===== config.mk =====
export PLATFORM = sky130hd
export DESIGN_NAME = instr_fetch_unit
export DESIGN_NICKNAME = d
export VERILOG_FILES = /design/src/rtl/instr_fetch_unit.sv
export SDC_FILE = /design/constraint.sdc
export NUM_CORES = 1
export LEC_CHECK = 0
export ABC_AREA = 1
export CAP_MARGIN = 10
export CORE_MARGIN = 1.5
export CORE_UTILIZATION = 46
export DETAILED_ROUTE_END_ITERATION = 8
export PLACE_DENSITY = 0.82
export SYNTH_ARGS = -nofsm -noshare
export SYNTH_HDL_FRONTEND = slang
export SYNTH_SLANG_ARGS = --single-unit

===== constraint.sdc =====
create_clock -name clk -period 2 [get_ports clk]
set_input_delay 0.5 -clock clk [delete_from_list [all_inputs] [get_ports clk]]
set_output_delay 0.5 -clock clk [all_outputs]
set_load 0.01 [all_outputs]

===== src/rtl/instr_fetch_unit.sv =====
// ---------------------------------------------------------------------------
// instr_fetch_unit
//
// Program counter and byte-serial instruction fetch stage. Reads four
// consecutive bytes from an 8-bit instruction memory, packs them big-endian
// into a 32-bit instruction and hands it downstream over valid/ready.
// Accepts redirects (branch/jump) and stops at the end of memory.
//
// Optional feature macro: FETCH_WRAP_EN
//   defined   -> end of memory wraps PC to 0; redirect targets are reduced
//                modulo INSTR_MAX; Done is tied low; HALT is unreachable.
//   undefined -> fetch halts after the last instruction (Done=1).
//
// Parameters:
//   INSTR_MAX     instruction memory size in bytes (multiple of 4)
// Ports:
//   clk           clock, rising edge
//   rst_n         asynchronous active-low reset
//   MemAddr       byte address to instruction memory
//   MemData       byte at MemAddr (combinational read)
//   Instr         assembled instruction
//   AddrOut       PC of Instr
//   InstrValid    Instr/AddrOut valid
//   InstrReady    downstream accepts the instruction
//   Redirect      load a new PC
//   RedirectAddr  new PC (bits [1:0] ignored)
//   Done          fetch halted at end of memory
// ---------------------------------------------------------------------------
module instr_fetch_unit #(
  parameter int unsigned INSTR_MAX = 128
) (
  input  logic        clk,
  input  logic        rst_n,
  output logic [31:0] MemAddr,
  input  logic [7:0]  MemData,
  output logic [31:0] Instr,
  output logic [31:0] AddrOut,
  output logic        InstrValid,
  input  logic        InstrReady,
  input  logic        Redirect,
  input  logic [31:0] RedirectAddr,
  output logic        Done
);

  localparam logic [1:0] ST_FETCH   = 2'd0;
  localparam logic [1:0] ST_PRESENT = 2'd1;
  localparam logic [1:0] ST_HALT    = 2'd2;

  localparam logic [31:0] MAX_ADDR = 32'(INSTR_MAX);

  logic [31:0] pc_q, pc_d;
  logic [1:0]  cnt_q, cnt_d;
  logic [31:0] instr_q, instr_d;
  logic [1:0]  state_q, state_d;

  logic [31:0] pc_plus4;
  logic [31:0] redir_tgt;

  // Low address bits of a redirect are architecturally ignored.
  logic unused_redir_bits;
  assign unused_redir_bits = ^RedirectAddr[1:0];

  assign pc_plus4  = pc_q + 32'd4;
  assign redir_tgt = {RedirectAddr[31:2], 2'b00};

  always_comb begin
    pc_d    = pc_q;
    cnt_d   = cnt_q;
    instr_d = instr_q;
    state_d = state_q;

    if (Redirect) begin
      // Redirect wins over everything, including a same-edge handshake.
      cnt_d = 2'd0;
`ifdef FETCH_WRAP_EN
      pc_d    = redir_tgt % MAX_ADDR;
      state_d = ST_FETCH;
`else
      pc_d    = redir_tgt;
      state_d = (redir_tgt >= MAX_ADDR) ? ST_HALT : ST_FETCH;
`endif
    end else begin
      case (state_q)
        ST_FETCH: begin
          // Big-endian: first byte lands in the top lane.
          case (cnt_q)
            2'd0:    instr_d[31:24] = MemData;
            2'd1:    instr_d[23:16] = MemData;
            2'd2:    instr_d[15:8]  = MemData;
            default: instr_d[7:0]   = MemData;
          endcase
          cnt_d = cnt_q + 2'd1;
          if (cnt_q == 2'd3) begin
            state_d = ST_PRESENT;
          end
        end
        ST_PRESENT: begin
          if (InstrReady) begin
            if (pc_plus4 == MAX_ADDR) begin
`ifdef FETCH_WRAP_EN
              pc_d    = 32'd0;
              state_d = ST_FETCH;
`else
              pc_d    = pc_plus4;
              state_d = ST_HALT;
`endif
            end else begin
              pc_d    = pc_plus4;
              state_d = ST_FETCH;
            end
          end
        end
        ST_HALT: begin
          state_d = ST_HALT;
        end
        default: begin
          state_d = ST_FETCH;
          cnt_d   = 2'd0;
        end
      endcase
    end
  end

  always_ff @(posedge clk or negedge rst_n) begin
    if (!rst_n) begin
      pc_q    <= 32'd0;
      cnt_q   <= 2'd0;
      instr_q <= 32'd0;
      state_q <= ST_FETCH;
    end else begin
      pc_q    <= pc_d;
      cnt_q   <= cnt_d;
      instr_q <= instr_d;
      state_q <= state_d;
    end
  end

  assign MemAddr    = (state_q == ST_FETCH) ? (pc_q + {30'd0, cnt_q}) : pc_q;
  assign Instr      = instr_q;
  assign AddrOut    = pc_q;
  assign InstrValid = (state_q == ST_PRESENT);
`ifdef FETCH_WRAP_EN
  assign Done       = 1'b0;
`else
  assign Done       = (state_q == ST_HALT);
`endif

endmodule


==> impl_metrics.prom, run 1 <==
# TYPE chip_impl_metric gauge
chip_impl_info{name="status",value="finished, violations left"} 1
chip_impl_info{name="failed_checks",value="setup timing"} 1
chip_impl_metric{name="synth_largest_type_area_fraction",unit="%"} 41.5
chip_impl_metric{name="place_ws",unit="ns"} -0.188
chip_impl_metric{name="clock_sink_count",unit=""} 66
chip_impl_metric{name="die-width",unit="um"} 96.0
chip_impl_metric{name="period_needed",unit="ns"} 2.04
chip_impl_metric{name="drive_above_1_share",unit="%"} 13.5
chip_impl_metric{name="timing.final.hold_violations",unit=""} 0
chip_impl_metric{name="worst_skew_pair.late_latency",unit="ns"} 0.35
chip_impl_metric{name="first_global_vias",unit=""} 4059
chip_impl_info{name="root_buffer",value="sky130_fd_sc_hd__clkbuf_8"} 1
chip_impl_metric{name="antenna_cells",unit=""} 0
chip_impl_info{name="tritoncts",value="built"} 1
chip_impl_metric{name="placed_area",unit="sq um"} 5600
chip_impl_metric{name="dieArea",unit="sq um"} 9220
chip_impl_metric{name="place.port_buffers",unit=""} 137
chip_impl_metric{name="path_buf_inv",unit=""} 3
chip_impl_metric{name="yosysUniqueCellTypes",unit=""} 36
chip_impl_metric{name="total_clock_buffers_created_by_cts",unit=""} 9
chip_impl_metric{name="drt_pass1_iterations",unit=""} 5
chip_impl_info{name="critPathSlowestCell",value="sky130_fd_sc_hd__clkdlybuf4s50_1"} 1
chip_impl_metric{name="numPlacedInstances",unit=""} 799
chip_impl_metric{name="leakagePower",unit="nW"} 2.80
chip_impl_metric{name="initial_utilization",unit="%"} 48.0
chip_impl_metric{name="syn_area",unit="sq um"} 3980
chip_impl_metric{name="num_vias",unit=""} 4362
chip_impl_info{name="timing.critical_path.mode_cell",value="sky130_fd_sc_hd__buf_4"} 1
chip_impl_metric{name="antenna_violations_before_repair",unit=""} 0
chip_impl_info{name="synth_top_cells_by_count",value="194 x sky130_fd_sc_hd__nand2_1, 66 x sky130_fd_sc_hd__dfrtp_1, 65 x sky130_fd_sc_hd__inv_1"} 1
chip_impl_metric{name="synth_cells",unit=""} 565
chip_impl_metric{name="max_root_sink_buffers",unit=""} 2
chip_impl_info{name="synth_area_leaders",value="sky130_fd_sc_hd__dfrtp_1 41%, sky130_fd_sc_hd__nand2_1 18%, sky130_fd_sc_hd__inv_1 6.1%"} 1
chip_impl_metric{name="final_antenna_net_count",unit=""} 0
chip_impl_info{name="timing.critical_path.cells",value="buf_4 -> buf_4 -> clkdlybuf4s50_1"} 1
chip_impl_metric{name="synth.avg_cell_area",unit="sq um"} 7.05
chip_impl_metric{name="power_density",unit="nW/um^2"} 821
chip_impl_metric{name="ys_async_sr_fraction",unit="%"} 100
chip_impl_metric{name="cp_data_arrival_time",unit="ns"} 1.54
chip_impl_metric{name="cp.required",unit="ns"} 1.50
chip_impl_metric{name="drt_drc_violations_left",unit=""} 0
chip_impl_metric{name="finalInstanceArea",unit="sq um"} 5990
chip_impl_metric{name="post_synth_xor_area_fraction",unit="%"} 0.880
chip_impl_metric{name="h_tree_levels",unit=""} 3
chip_impl_metric{name="chipHeight",unit="um"} 96.0
chip_impl_metric{name="min_period_over_period",unit="%"} 102
chip_impl_metric{name="cts.reportedPaths.clkPinSlew",unit="ns"} 0.08
chip_impl_metric{name="number_of_pins_exceeding_their_max_slew_limit_in_the_final_report",unit=""} 0
chip_impl_metric{name="rows",unit=""} 33
chip_impl_info{name="synth_largest_area_cell",value="sky130_fd_sc_hd__dfrtp_1"} 1
chip_impl_metric{name="worst_clock_skew",unit="ns"} 0.00887
chip_impl_info{name="rsz_0062_raised_after_global_routing",value="yes"} 1
chip_impl_metric{name="yosysSeqAreaShare",unit="%"} 41.5
chip_impl_info{name="ws_path_type",value="reg -> out"} 1
chip_impl_metric{name="max_freq",unit="MHz"} 490
chip_impl_metric{name="ys_ff_latch",unit=""} 66
chip_impl_metric{name="post_drt_wl_per_cell",unit="um"} 15.3
chip_impl_metric{name="global_route.usage.total",unit="%"} 28.0
chip_impl_metric{name="design.portCount",unit=""} 142
chip_impl_metric{name="drt_wl_total",unit="um"} 12600
chip_impl_metric{name="gpl.final_weighted_congestion",unit=""} 0.963
chip_impl_metric{name="floorplan.core_area",unit="sq um"} 8300
chip_impl_metric{name="dp.final_hpwl",unit="um"} 9410
chip_impl_metric{name="synth_mux_area_share",unit="%"} 0
chip_impl_metric{name="cp_max_fo",unit=""} 3
chip_impl_metric{name="grt_start_max_net_pins",unit=""} 67
chip_impl_info{name="critical-path-top-delay-family",value="buffers and inverters"} 1
chip_impl_info{name="worst_setup_path_start_kind",value="register"} 1
chip_impl_metric{name="first_iter_violations",unit=""} 299
chip_impl_metric{name="synth_simple_gate_area_share",unit="%"} 32.6
chip_impl_info{name="largest_family_of_logic_cells_by_synthesized_area",value="simple AND/OR/NAND/NOR gates"} 1
chip_impl_metric{name="vias_per_cell",unit=""} 5.29
chip_impl_metric{name="number_of_enable_type_register_cells_in_the_synthesized_netlist",unit=""} 0
chip_impl_metric{name="grt_first_pass_wirelength",unit="um"} 19500
chip_impl_metric{name="nets",unit=""} 768
chip_impl_metric{name="syn_to_final_growth",unit="%"} 50.4
chip_impl_info{name="worstHoldPathType",value="in -> async"} 1
chip_impl_info{name="most_instantiated_library_cell_after_synthesis",value="sky130_fd_sc_hd__nand2_1"} 1
chip_impl_info{name="synth-main-ff-cell",value="sky130_fd_sc_hd__dfrtp_1"} 1
chip_impl_metric{name="setup_viol_count_final",unit=""} 3
chip_impl_metric{name="vdd_drop_max",unit="mV"} 0.704
chip_impl_metric{name="filler_cell_count",unit=""} 677
chip_impl_metric{name="compound_cell_area_share_of_the_yosys_netlist",unit="%"} 11.4
chip_impl_metric{name="gr-total-overflow",unit=""} 0
chip_impl_metric{name="max_cap_viol_count",unit=""} 0
chip_impl_metric{name="final-instance-count-excl-fill",unit=""} 825
chip_impl_info{name="cp-end-kind",value="primary output"} 1
chip_impl_metric{name="synth-adder-area-share",unit="%"} 2.83
chip_impl_metric{name="critical-path-max-stage-delay",unit="ns"} 0.52
chip_impl_metric{name="synthesis.yosys.warnings",unit=""} 0
chip_impl_metric{name="layout_setup_ws",unit="ns"} -0.0425
-- report_power, final --
group	internal, mW	switching (mW)
registers	1.60	0.233
logic	0.935	0.846
clock network	0.715	0.590
-- layer usage --
layer	vias to the layer above	track usage [%]	share of wire [%]
li1	2083	-	-
met1	2044	35.3	41
met2	206	46.6	47
met3	29	6.08	8.6
met4	0	10.9	2.6
met5	-	0	0
-- sequential cells by signal, indices dropped and copies added, names as in the netlist --
name	cells
state_q	2
AddrOut	30
Instr	32
cnt_q	2
-- worst reg2reg max path: cells and delay by family (launching register included) --
kind / cells / cell delay (ns)
flops: 1 / 0.44
simple gates: 14 / 1.36
buf+inv: 1 / 0.14
-- final cells by class --
class | count | area (sq um) | share of cell area (%)
clock inverter | 7 | 100 | 1.67
sequential | 66 | 1660 | 27.7
clock buffer | 9 | 124 | 2.07
multi-input combinational | 389 | 2000 | 33.3
inverter | 67 | 251 | 4.20
timing repair buffer | 182 | 1730 | 28.9
tap | 105 | 131 | 2.19
-- timing repair --
item                                    CTS  global route
resized for setup                        10            28
buffers inserted                          1             9
pin swaps                                 0            11
endpoints found under the setup margin    7             6
hold buffers                              0             0
-- stage by stage --
step	total power [mW]	hold slack (ns)	utilization (%)	setup TNS, ns
floorplan	2.56	0.204	-	0
detailed placement	3.58	0.478	67.4	-0.636
CTS	4.89	0.167	70.3	0
finish	4.92	0.144	72.2	-0.0893
global route	5.19	0.185	72.2	-0.364
global placement	3.53	0.465	67.4	-0.139
-- worst paths after layout --
check / start / to / slack [ns] / cells past startpoint
worst max register to register: AddrOut[2] / state_q[1] / -0.01 / 15
worst min register to register: Instr[17] / Instr[17] / 0.50 / 2
max in group asynchronous: rst_n / AddrOut[14] / 1.52 / 2
worst min-delay path: rst_n / AddrOut[8] / 0.14 / 2
min in group clk: Instr[17] / Instr[17] / 0.50 / 2
worst max-delay path: AddrOut[3] / AddrOut[3] / -0.04 / 3
-- cell usage in the layout (no fill, tap or decap), drive strengths merged, types with 3 or more instances in the layout --
cell type and n:
buf 46, nand3 26, a21oi 6, clkdlybuf4s50 130, xor2 4, nor4 4
nand4 6, o221ai 12, ha 9, dlygate4sd2 4, inv 69, nor3 4
nand3b 7, clkinv 3, o21ai 40, dfrtp 66, a221o 3, nand2 198
clkbuf 9, nor2 54, o211ai 7
-- cells by family after synthesis --
logic type,Yosys count
xor gates and xnor gates,4
adders and majority gates,9
and+or+nand+nor,301
AOI/OAI and AO/OA,73
other,1
buffers and inverters,111
DFF,66
Power figures use the tool's default switching activity.
==> run 2, diff against run 1 <==
--- a/config.mk
+++ b/config.mk
@@ -7,10 +7,11 @@
 export LEC_CHECK = 0
 export ABC_AREA = 1
 export CAP_MARGIN = 10
-export CORE_MARGIN = 1.5
+export CORE_MARGIN = 4
 export CORE_UTILIZATION = 46
 export DETAILED_ROUTE_END_ITERATION = 8
 export PLACE_DENSITY = 0.82
+export SLEW_MARGIN = 10
 export SYNTH_ARGS = -nofsm -noshare
 export SYNTH_HDL_FRONTEND = slang
 export SYNTH_SLANG_ARGS = --single-unit
==> impl_metrics.prom, run 2 (synthesis results as in run 1) <==
# TYPE chip_impl_metric gauge
chip_impl_info{name="status",value="finished, violations left"} 1
chip_impl_info{name="failed_checks",value="setup timing"} 1
chip_impl_info{name="rsz_0062_raised_after_global_routing",value="yes"} 1
chip_impl_metric{name="initial_utilization",unit="%"} 48.0
chip_impl_info{name="critPathSlowestCell",value="sky130_fd_sc_hd__dfrtp_1"} 1
chip_impl_metric{name="timing.hold.ws",unit="ns"} 0.119
chip_impl_metric{name="floorplan.core_area",unit="sq um"} 8300
chip_impl_metric{name="cts.reportedPaths.clkPinSlew",unit="ns"} 0.08
chip_impl_info{name="ws_path_type",value="reg -> reg"} 1
chip_impl_info{name="worst_setup_path_start_kind",value="register"} 1
chip_impl_metric{name="critical-path-max-stage-delay",unit="ns"} 0.44
chip_impl_metric{name="worst_clock_skew",unit="ns"} 0.0151
chip_impl_metric{name="drt_wl_total",unit="um"} 13400
chip_impl_metric{name="clock_sink_count",unit=""} 66
chip_impl_info{name="mostFrequentLayoutCell",value="sky130_fd_sc_hd__nand2_1"} 1
chip_impl_metric{name="grt_first_pass_wirelength",unit="um"} 20600
chip_impl_metric{name="global_route.usage.total",unit="%"} 25.6
chip_impl_info{name="critPathLaunch",value="AddrOut[3]"} 1
chip_impl_metric{name="max_root_sink_buffers",unit=""} 2
chip_impl_metric{name="place.port_buffers",unit=""} 137
chip_impl_metric{name="path_buf_inv",unit=""} 0
chip_impl_metric{name="share_seq_of_total_power",unit="%"} 37.2
chip_impl_info{name="reg2reg_from",value="AddrOut[3]"} 1
chip_impl_metric{name="place_ws",unit="ns"} -0.182
chip_impl_info{name="tritoncts",value="built"} 1
chip_impl_metric{name="gpl.final_weighted_congestion",unit=""} 0.968
chip_impl_metric{name="total_clock_buffers_created_by_cts",unit=""} 9
chip_impl_metric{name="dp.final_hpwl",unit="um"} 9940
chip_impl_metric{name="first_iter_violations",unit=""} 269
chip_impl_metric{name="drive_above_1_share",unit="%"} 16.2
chip_impl_info{name="critical_path.reg2reg.endpoint",value="state_q[1]"} 1
chip_impl_metric{name="final_antenna_net_count",unit=""} 0
chip_impl_metric{name="gr-total-overflow",unit=""} 0
chip_impl_metric{name="power_density",unit="nW/um^2"} 814
chip_impl_metric{name="period_needed",unit="ns"} 2.02
chip_impl_info{name="critical-path-top-delay-family",value="simple AND/OR/NAND/NOR gates"} 1
chip_impl_metric{name="syn_to_final_growth",unit="%"} 52.7
chip_impl_metric{name="worst-slew-pin-transition",unit="ns"} 0.541
chip_impl_metric{name="number_of_pins_exceeding_their_max_slew_limit_in_the_final_report",unit=""} 0
chip_impl_metric{name="worst_skew_pair.late_latency",unit="ns"} 0.35
chip_impl_metric{name="layout_setup_ws",unit="ns"} -0.0203
chip_impl_metric{name="drt_drc_violations_left",unit=""} 0
chip_impl_metric{name="combPwrFrac",unit="%"} 36.8
chip_impl_metric{name="vdd_drop_max",unit="mV"} 0.627
chip_impl_metric{name="num_vias",unit=""} 4325
chip_impl_metric{name="power.share.clock",unit="%"} 26.0
chip_impl_metric{name="h_tree_levels",unit=""} 3
chip_impl_metric{name="cp_data_arrival_time",unit="ns"} 2.31
chip_impl_metric{name="post_cts_hold_buffer_count",unit=""} 0
chip_impl_metric{name="first_global_vias",unit=""} 4143
chip_impl_info{name="timing.critical_path.cells",value="ha_4 -> nand2_4 -> nor2_8 -> nand2_4 -> nor2_4 -> nand2_1 -> nand2_1 -> nand2_1 -> nor2_1 -> nand2_1 -> nor2_2 -> nand3_2 -> nand2_1 -> nand2_1 -> nand2_1"} 1
chip_impl_metric{name="antenna_violations_before_repair",unit=""} 0
chip_impl_metric{name="final-instance-count-excl-fill",unit=""} 821
chip_impl_metric{name="cp_max_fo",unit=""} 6
chip_impl_metric{name="grt_start_max_net_pins",unit=""} 48
chip_impl_info{name="cp-endpoint",value="state_q[1]"} 1
chip_impl_info{name="most-common-layout-cells",value="185 x sky130_fd_sc_hd__nand2_1, 126 x sky130_fd_sc_hd__clkdlybuf4s50_1, 62 x sky130_fd_sc_hd__inv_1, 58 x sky130_fd_sc_hd__dfrtp_1, 37 x sky130_fd_sc_hd__o21ai_0"} 1
chip_impl_metric{name="min_period_over_period",unit="%"} 101
chip_impl_metric{name="timing.reg2reg.setup_slack",unit="ns"} -0.02
chip_impl_info{name="cp-end-kind",value="register"} 1
chip_impl_metric{name="die-width",unit="um"} 101
chip_impl_metric{name="max_freq",unit="MHz"} 495
chip_impl_metric{name="r2r.worst_path.cells",unit=""} 15
chip_impl_metric{name="switching_share",unit="%"} 34.4
chip_impl_metric{name="largest_register_ffs",unit=""} 32
chip_impl_metric{name="cp.required",unit="ns"} 2.29
chip_impl_metric{name="filler_cell_count",unit=""} 622
chip_impl_metric{name="max_cap_viol_count",unit=""} 0
chip_impl_metric{name="post_drt_wl_per_cell",unit="um"} 16.3
chip_impl_metric{name="nets",unit=""} 764
chip_impl_metric{name="dieArea",unit="sq um"} 10200
chip_impl_metric{name="vias_per_cell",unit=""} 5.27
chip_impl_metric{name="power.internal",unit="mW"} 3.25
chip_impl_metric{name="max-slew-margin-rel",unit="%"} 63.9
chip_impl_metric{name="design.portCount",unit=""} 142
chip_impl_metric{name="timing.final.hold_violations",unit=""} 0
chip_impl_metric{name="path_depth",unit=""} 15
chip_impl_metric{name="rows",unit=""} 33
chip_impl_info{name="worstHoldPathType",value="in -> async"} 1
chip_impl_metric{name="drt_pass1_iterations",unit=""} 5
chip_impl_metric{name="numPlacedInstances",unit=""} 797
chip_impl_metric{name="setup_viol_count_final",unit=""} 1
chip_impl_metric{name="chipHeight",unit="um"} 101
chip_impl_info{name="root_buffer",value="sky130_fd_sc_hd__clkbuf_8"} 1
chip_impl_metric{name="leakagePower",unit="nW"} 2.84
chip_impl_metric{name="antenna_cells",unit=""} 0
chip_impl_metric{name="p_sw",unit="mW"} 1.70
chip_impl_info{name="timing.critical_path.mode_cell",value="sky130_fd_sc_hd__nand2_1"} 1
run 2: how the worst min path moves through the flow:
stage / from / cells after the start / slack (ns) / endpoint
after CTS: rst_n / 1 / 0.13 / AddrOut[11]
final: rst_n / 1 / 0.12 / AddrOut[11]
after global placement: Instr[19] / 2 / 0.46 / Instr[19]
after global routing: rst_n / 1 / 0.16 / AddrOut[10]
after floorplan: rst_n / 0 / 0.20 / AddrOut[10]
after detailed placement: Instr[16] / 2 / 0.48 / Instr[16]
run 2: metrics by stage:
stage | util (%) | power (mW) | TNS [ns] | instance area, sq um
2_1_floorplan | - | 2.56 | 0 | 3990
5_1_grt | 73.3 | 5.23 | -0.131 | 6080
3_3_place_gp | 67.7 | 3.53 | -0.163 | 5620
3_5_place_dp | 67.7 | 3.59 | -1.13 | 5620
6_report | 73.3 | 4.95 | -0.0203 | 6080
4_1_cts | 70.6 | 4.88 | 0 | 5860
run 2: what timing repair did:
action	CTS	global route
cloned	0	0
pin swaps	0	24
setup buffers	1	7
endpoints found under the setup margin	6	10
gates resized for setup	10	58
run 2: routing by layer:
metal / wire [um] / global-route usage (%)
met1: 5170 / 32.5
met2: 6650 / 43.1
met3: 1340 / 6.85
met4: 255 / 7.16
met5: 0 / 0
run 2: power by group through the flow:
stage	clock network [mW]	registers [mW]	logic (mW)
finish	1.29	1.84	1.82
global route	1.36	1.88	1.99
CTS	1.30	1.82	1.76
detailed placement	0	1.84	1.76
global placement	0	1.82	1.71
floorplan	0	1.93	0.633
run 2: final cells by class:
class	instances	area (sq um)	area share, %
Multi-Input combinational cell	389	2070	34.0
Clock inverter	7	101	1.67
Inverter	67	251	4.13
Clock buffer	9	124	2.04
Sequential cell	66	1660	27.3
Tap cell	105	131	2.16
Timing Repair Buffer	178	1750	28.7
==> run 3, diff against run 2 <==
--- a/config.mk
+++ b/config.mk
@@ -8,9 +8,9 @@
 export ABC_AREA = 1
 export CAP_MARGIN = 10
 export CORE_MARGIN = 4
-export CORE_UTILIZATION = 46
+export CORE_UTILIZATION = 49
 export DETAILED_ROUTE_END_ITERATION = 8
-export PLACE_DENSITY = 0.82
+export PLACE_DENSITY = 0.86
 export SLEW_MARGIN = 10
 export SYNTH_ARGS = -nofsm -noshare
 export SYNTH_HDL_FRONTEND = slang
==> constraint.sdc (replaced) <==
create_clock -name clk -period 2.35 [get_ports clk]
set_input_delay 0.5875 -clock clk [delete_from_list [all_inputs] [get_ports clk]]
set_output_delay 0.5875 -clock clk [all_outputs]
set_load 0.01 [all_outputs]
==> impl_metrics.prom, run 3 (synthesis results as in run 1) <==
# TYPE chip_impl_metric gauge
chip_impl_info{name="status",value="finished, final reports clean"} 1
chip_impl_metric{name="gr-total-overflow",unit=""} 0
chip_impl_metric{name="cp_data_arrival_time",unit="ns"} 1.67
chip_impl_info{name="timing.critical_path.cells",value="inv_1 -> ha_2 -> clkdlybuf4s50_1"} 1
chip_impl_metric{name="path_depth",unit=""} 3
chip_impl_info{name="tritoncts",value="built"} 1
chip_impl_metric{name="rows",unit=""} 32
chip_impl_info{name="worst_setup_path_start_kind",value="register"} 1
chip_impl_metric{name="max_root_sink_buffers",unit=""} 2
chip_impl_metric{name="grt_first_pass_wirelength",unit="um"} 20900
chip_impl_metric{name="vdd_drop_max",unit="mV"} 0.668
chip_impl_metric{name="dieArea",unit="sq um"} 9630
chip_impl_metric{name="setup_viol_count_final",unit=""} 0
chip_impl_metric{name="worst-slew-pin-transition",unit="ns"} 0.542
chip_impl_metric{name="place_ws",unit="ns"} 0.0277
chip_impl_metric{name="r2r.worst_path.cells",unit=""} 15
chip_impl_metric{name="period_needed",unit="ns"} 2.26
chip_impl_metric{name="timing.final.hold_violations",unit=""} 0
chip_impl_info{name="worstHoldPathType",value="in -> async"} 1
chip_impl_info{name="critPathLaunch",value="state_q[1]"} 1
chip_impl_info{name="cp-endpoint",value="InstrValid"} 1
chip_impl_metric{name="timing.reg2reg.setup_slack",unit="ns"} 0.16
chip_impl_metric{name="path_buf_inv",unit=""} 2
chip_impl_info{name="most-common-layout-cells",value="194 x sky130_fd_sc_hd__nand2_1, 134 x sky130_fd_sc_hd__clkdlybuf4s50_1, 65 x sky130_fd_sc_hd__inv_1, 64 x sky130_fd_sc_hd__dfrtp_1, 46 x sky130_fd_sc_hd__nor2_1"} 1
chip_impl_metric{name="tns",unit="ns"} 0
chip_impl_metric{name="max_freq",unit="MHz"} 443
chip_impl_metric{name="largest_register_ffs",unit=""} 32
chip_impl_metric{name="drt_drc_violations_left",unit=""} 0
chip_impl_metric{name="first_global_vias",unit=""} 4161
chip_impl_metric{name="min_period_over_period",unit="%"} 96.0
chip_impl_metric{name="worst_skew_pair.late_latency",unit="ns"} 0.35
chip_impl_info{name="mostFrequentLayoutCell",value="sky130_fd_sc_hd__nand2_1"} 1
chip_impl_info{name="rsz_0062_raised_after_global_routing",value="yes"} 1
chip_impl_metric{name="post_cts_buffers",unit=""} 0
chip_impl_metric{name="initial_utilization",unit="%"} 51.0
chip_impl_metric{name="critical-path-max-stage-delay",unit="ns"} 0.56
chip_impl_metric{name="number_of_pins_exceeding_their_max_slew_limit_in_the_final_report",unit=""} 0
chip_impl_metric{name="num_vias",unit=""} 4254
chip_impl_metric{name="max_cap_viol_count",unit=""} 0
chip_impl_metric{name="worst_clock_skew",unit="ns"} 0.0130
chip_impl_metric{name="drt_pass1_iterations",unit=""} 6
chip_impl_metric{name="finalPower",unit="mW"} 4.10
chip_impl_metric{name="antenna_violations_before_repair",unit=""} 0
chip_impl_info{name="root_buffer",value="sky130_fd_sc_hd__clkbuf_8"} 1
chip_impl_metric{name="post_cts_hold_buffer_count",unit=""} 0
chip_impl_metric{name="leakagePower",unit="nW"} 2.61
chip_impl_metric{name="numPlacedInstances",unit=""} 771
chip_impl_metric{name="syn_to_final_growth",unit="%"} 41.6
chip_impl_metric{name="dp.final_hpwl",unit="um"} 9510
chip_impl_metric{name="place.port_buffers",unit=""} 137
chip_impl_metric{name="drive_above_1_share",unit="%"} 6.86
chip_impl_metric{name="filler_cell_count",unit=""} 634
chip_impl_metric{name="final_antenna_net_count",unit=""} 0
chip_impl_info{name="reg2reg_from",value="AddrOut[2]"} 1
chip_impl_metric{name="antenna_cells",unit=""} 0
chip_impl_metric{name="clock_sink_count",unit=""} 66
chip_impl_metric{name="cp.required",unit="ns"} 1.76
chip_impl_metric{name="layout_setup_ws",unit="ns"} 0.0929
chip_impl_metric{name="nets",unit=""} 733
chip_impl_info{name="ws_path_type",value="reg -> out"} 1
chip_impl_metric{name="max-slew-margin-rel",unit="%"} 63.8
chip_impl_metric{name="gpl.final_weighted_congestion",unit=""} 0.945
chip_impl_metric{name="vias_per_cell",unit=""} 5.41
chip_impl_metric{name="floorplan.core_area",unit="sq um"} 7810
chip_impl_metric{name="h_tree_levels",unit=""} 3
chip_impl_info{name="critical_path.reg2reg.endpoint",value="state_q[1]"} 1
chip_impl_metric{name="finalCoreUtilization",unit="%"} 72.2
chip_impl_metric{name="die-width",unit="um"} 98.2
chip_impl_metric{name="cp_max_fo",unit=""} 4
chip_impl_metric{name="cts.reportedPaths.clkPinSlew",unit="ns"} 0.08
chip_impl_metric{name="power_density",unit="nW/um^2"} 728
chip_impl_info{name="critPathSlowestCell",value="sky130_fd_sc_hd__clkdlybuf4s50_1"} 1
chip_impl_metric{name="first_iter_violations",unit=""} 271
chip_impl_metric{name="grt_start_max_net_pins",unit=""} 67
chip_impl_metric{name="drt_wl_total",unit="um"} 12900
chip_impl_metric{name="design.portCount",unit=""} 142
chip_impl_metric{name="final-instance-count-excl-fill",unit=""} 787
chip_impl_metric{name="chipHeight",unit="um"} 98.2
chip_impl_info{name="cp-end-kind",value="primary output"} 1
chip_impl_info{name="critical-path-top-delay-family",value="buffers and inverters"} 1
chip_impl_metric{name="global_route.usage.total",unit="%"} 26.7
chip_impl_metric{name="post_drt_wl_per_cell",unit="um"} 16.4
chip_impl_metric{name="total_clock_buffers_created_by_cts",unit=""} 9
run 3: cell count changes in the layout (fill, tap and decap cells not counted), moves of 4 or more:
cell and change:
sky130_fd_sc_hd__buf_12 -4, sky130_fd_sc_hd__buf_4 -26, sky130_fd_sc_hd__clkdlybuf4s50_1 +8, sky130_fd_sc_hd__dfrtp_1 +6, sky130_fd_sc_hd__dfrtp_2 -6, sky130_fd_sc_hd__dlymetal6s2s_1 -4
sky130_fd_sc_hd__nand2_1 +9, sky130_fd_sc_hd__nand2_2 -5, sky130_fd_sc_hd__nand2_4 -4, sky130_fd_sc_hd__nand3_1 +4, sky130_fd_sc_hd__nand3_2 -4, sky130_fd_sc_hd__nor2_1 +11
sky130_fd_sc_hd__nor2_2 -7, sky130_fd_sc_hd__nor2_4 -4
run 3: cell type report:
cell class	count	area (sq um)	share of cell area, %
tap	102	128	2.26
sequential	66	1650	29.3
inverter	67	251	4.46
clock inverter	6	90.1	1.60
timing repair buffer	147	1460	25.9
clock buffer	10	138	2.44
multi-input combinational	389	1920	34.0
run 3: how the worst min path moves through the flow:
stage | end | slack, ns | depth (start not counted)
global route | AddrOut[10] | 0.26 | 2
CTS | AddrOut[10] | 0.26 | 2
global placement | Instr[16] | 0.47 | 2
detailed placement | Instr[30] | 0.48 | 2
finish | AddrOut[10] | 0.23 | 2
floorplan | AddrOut[10] | 0.29 | 0
run 3: where the power goes:
group / total [mW] / switching (mW) / leakage [nW] / internal, mW
clock network: 1.11 / 0.479 / 0.112 / 0.628
registers: 1.58 / 0.217 / 0.843 / 1.36
logic: 1.42 / 0.694 / 1.65 / 0.728
total: 4.10 / 1.39 / 2.61 / 2.71
run 3: per-stage QoR:
step / hold slack [ns] / cell area [sq um]
2_1_floorplan: 0.292 / 3990
3_3_place_gp: 0.465 / 5390
3_5_place_dp: 0.477 / 5390
4_1_cts: 0.256 / 5620
5_1_grt: 0.255 / 5640
6_report: 0.234 / 5640
run 3: what timing repair did:
item,4_1_cts,5_1_grt
setup endpoints to repair,0,4
gates resized for setup,0,7
hold endpoints to repair,0,0
run 3: metal layers:
layer / vias up / track usage (%) / share of wire, %
met5: - / 0 / 0
met4: 0 / 8.51 / 2.1
met3: 28 / 7.71 / 8.9
met2: 218 / 45.9 / 49
met1: 2001 / 32.5 / 40
li1: 2007 / - / -
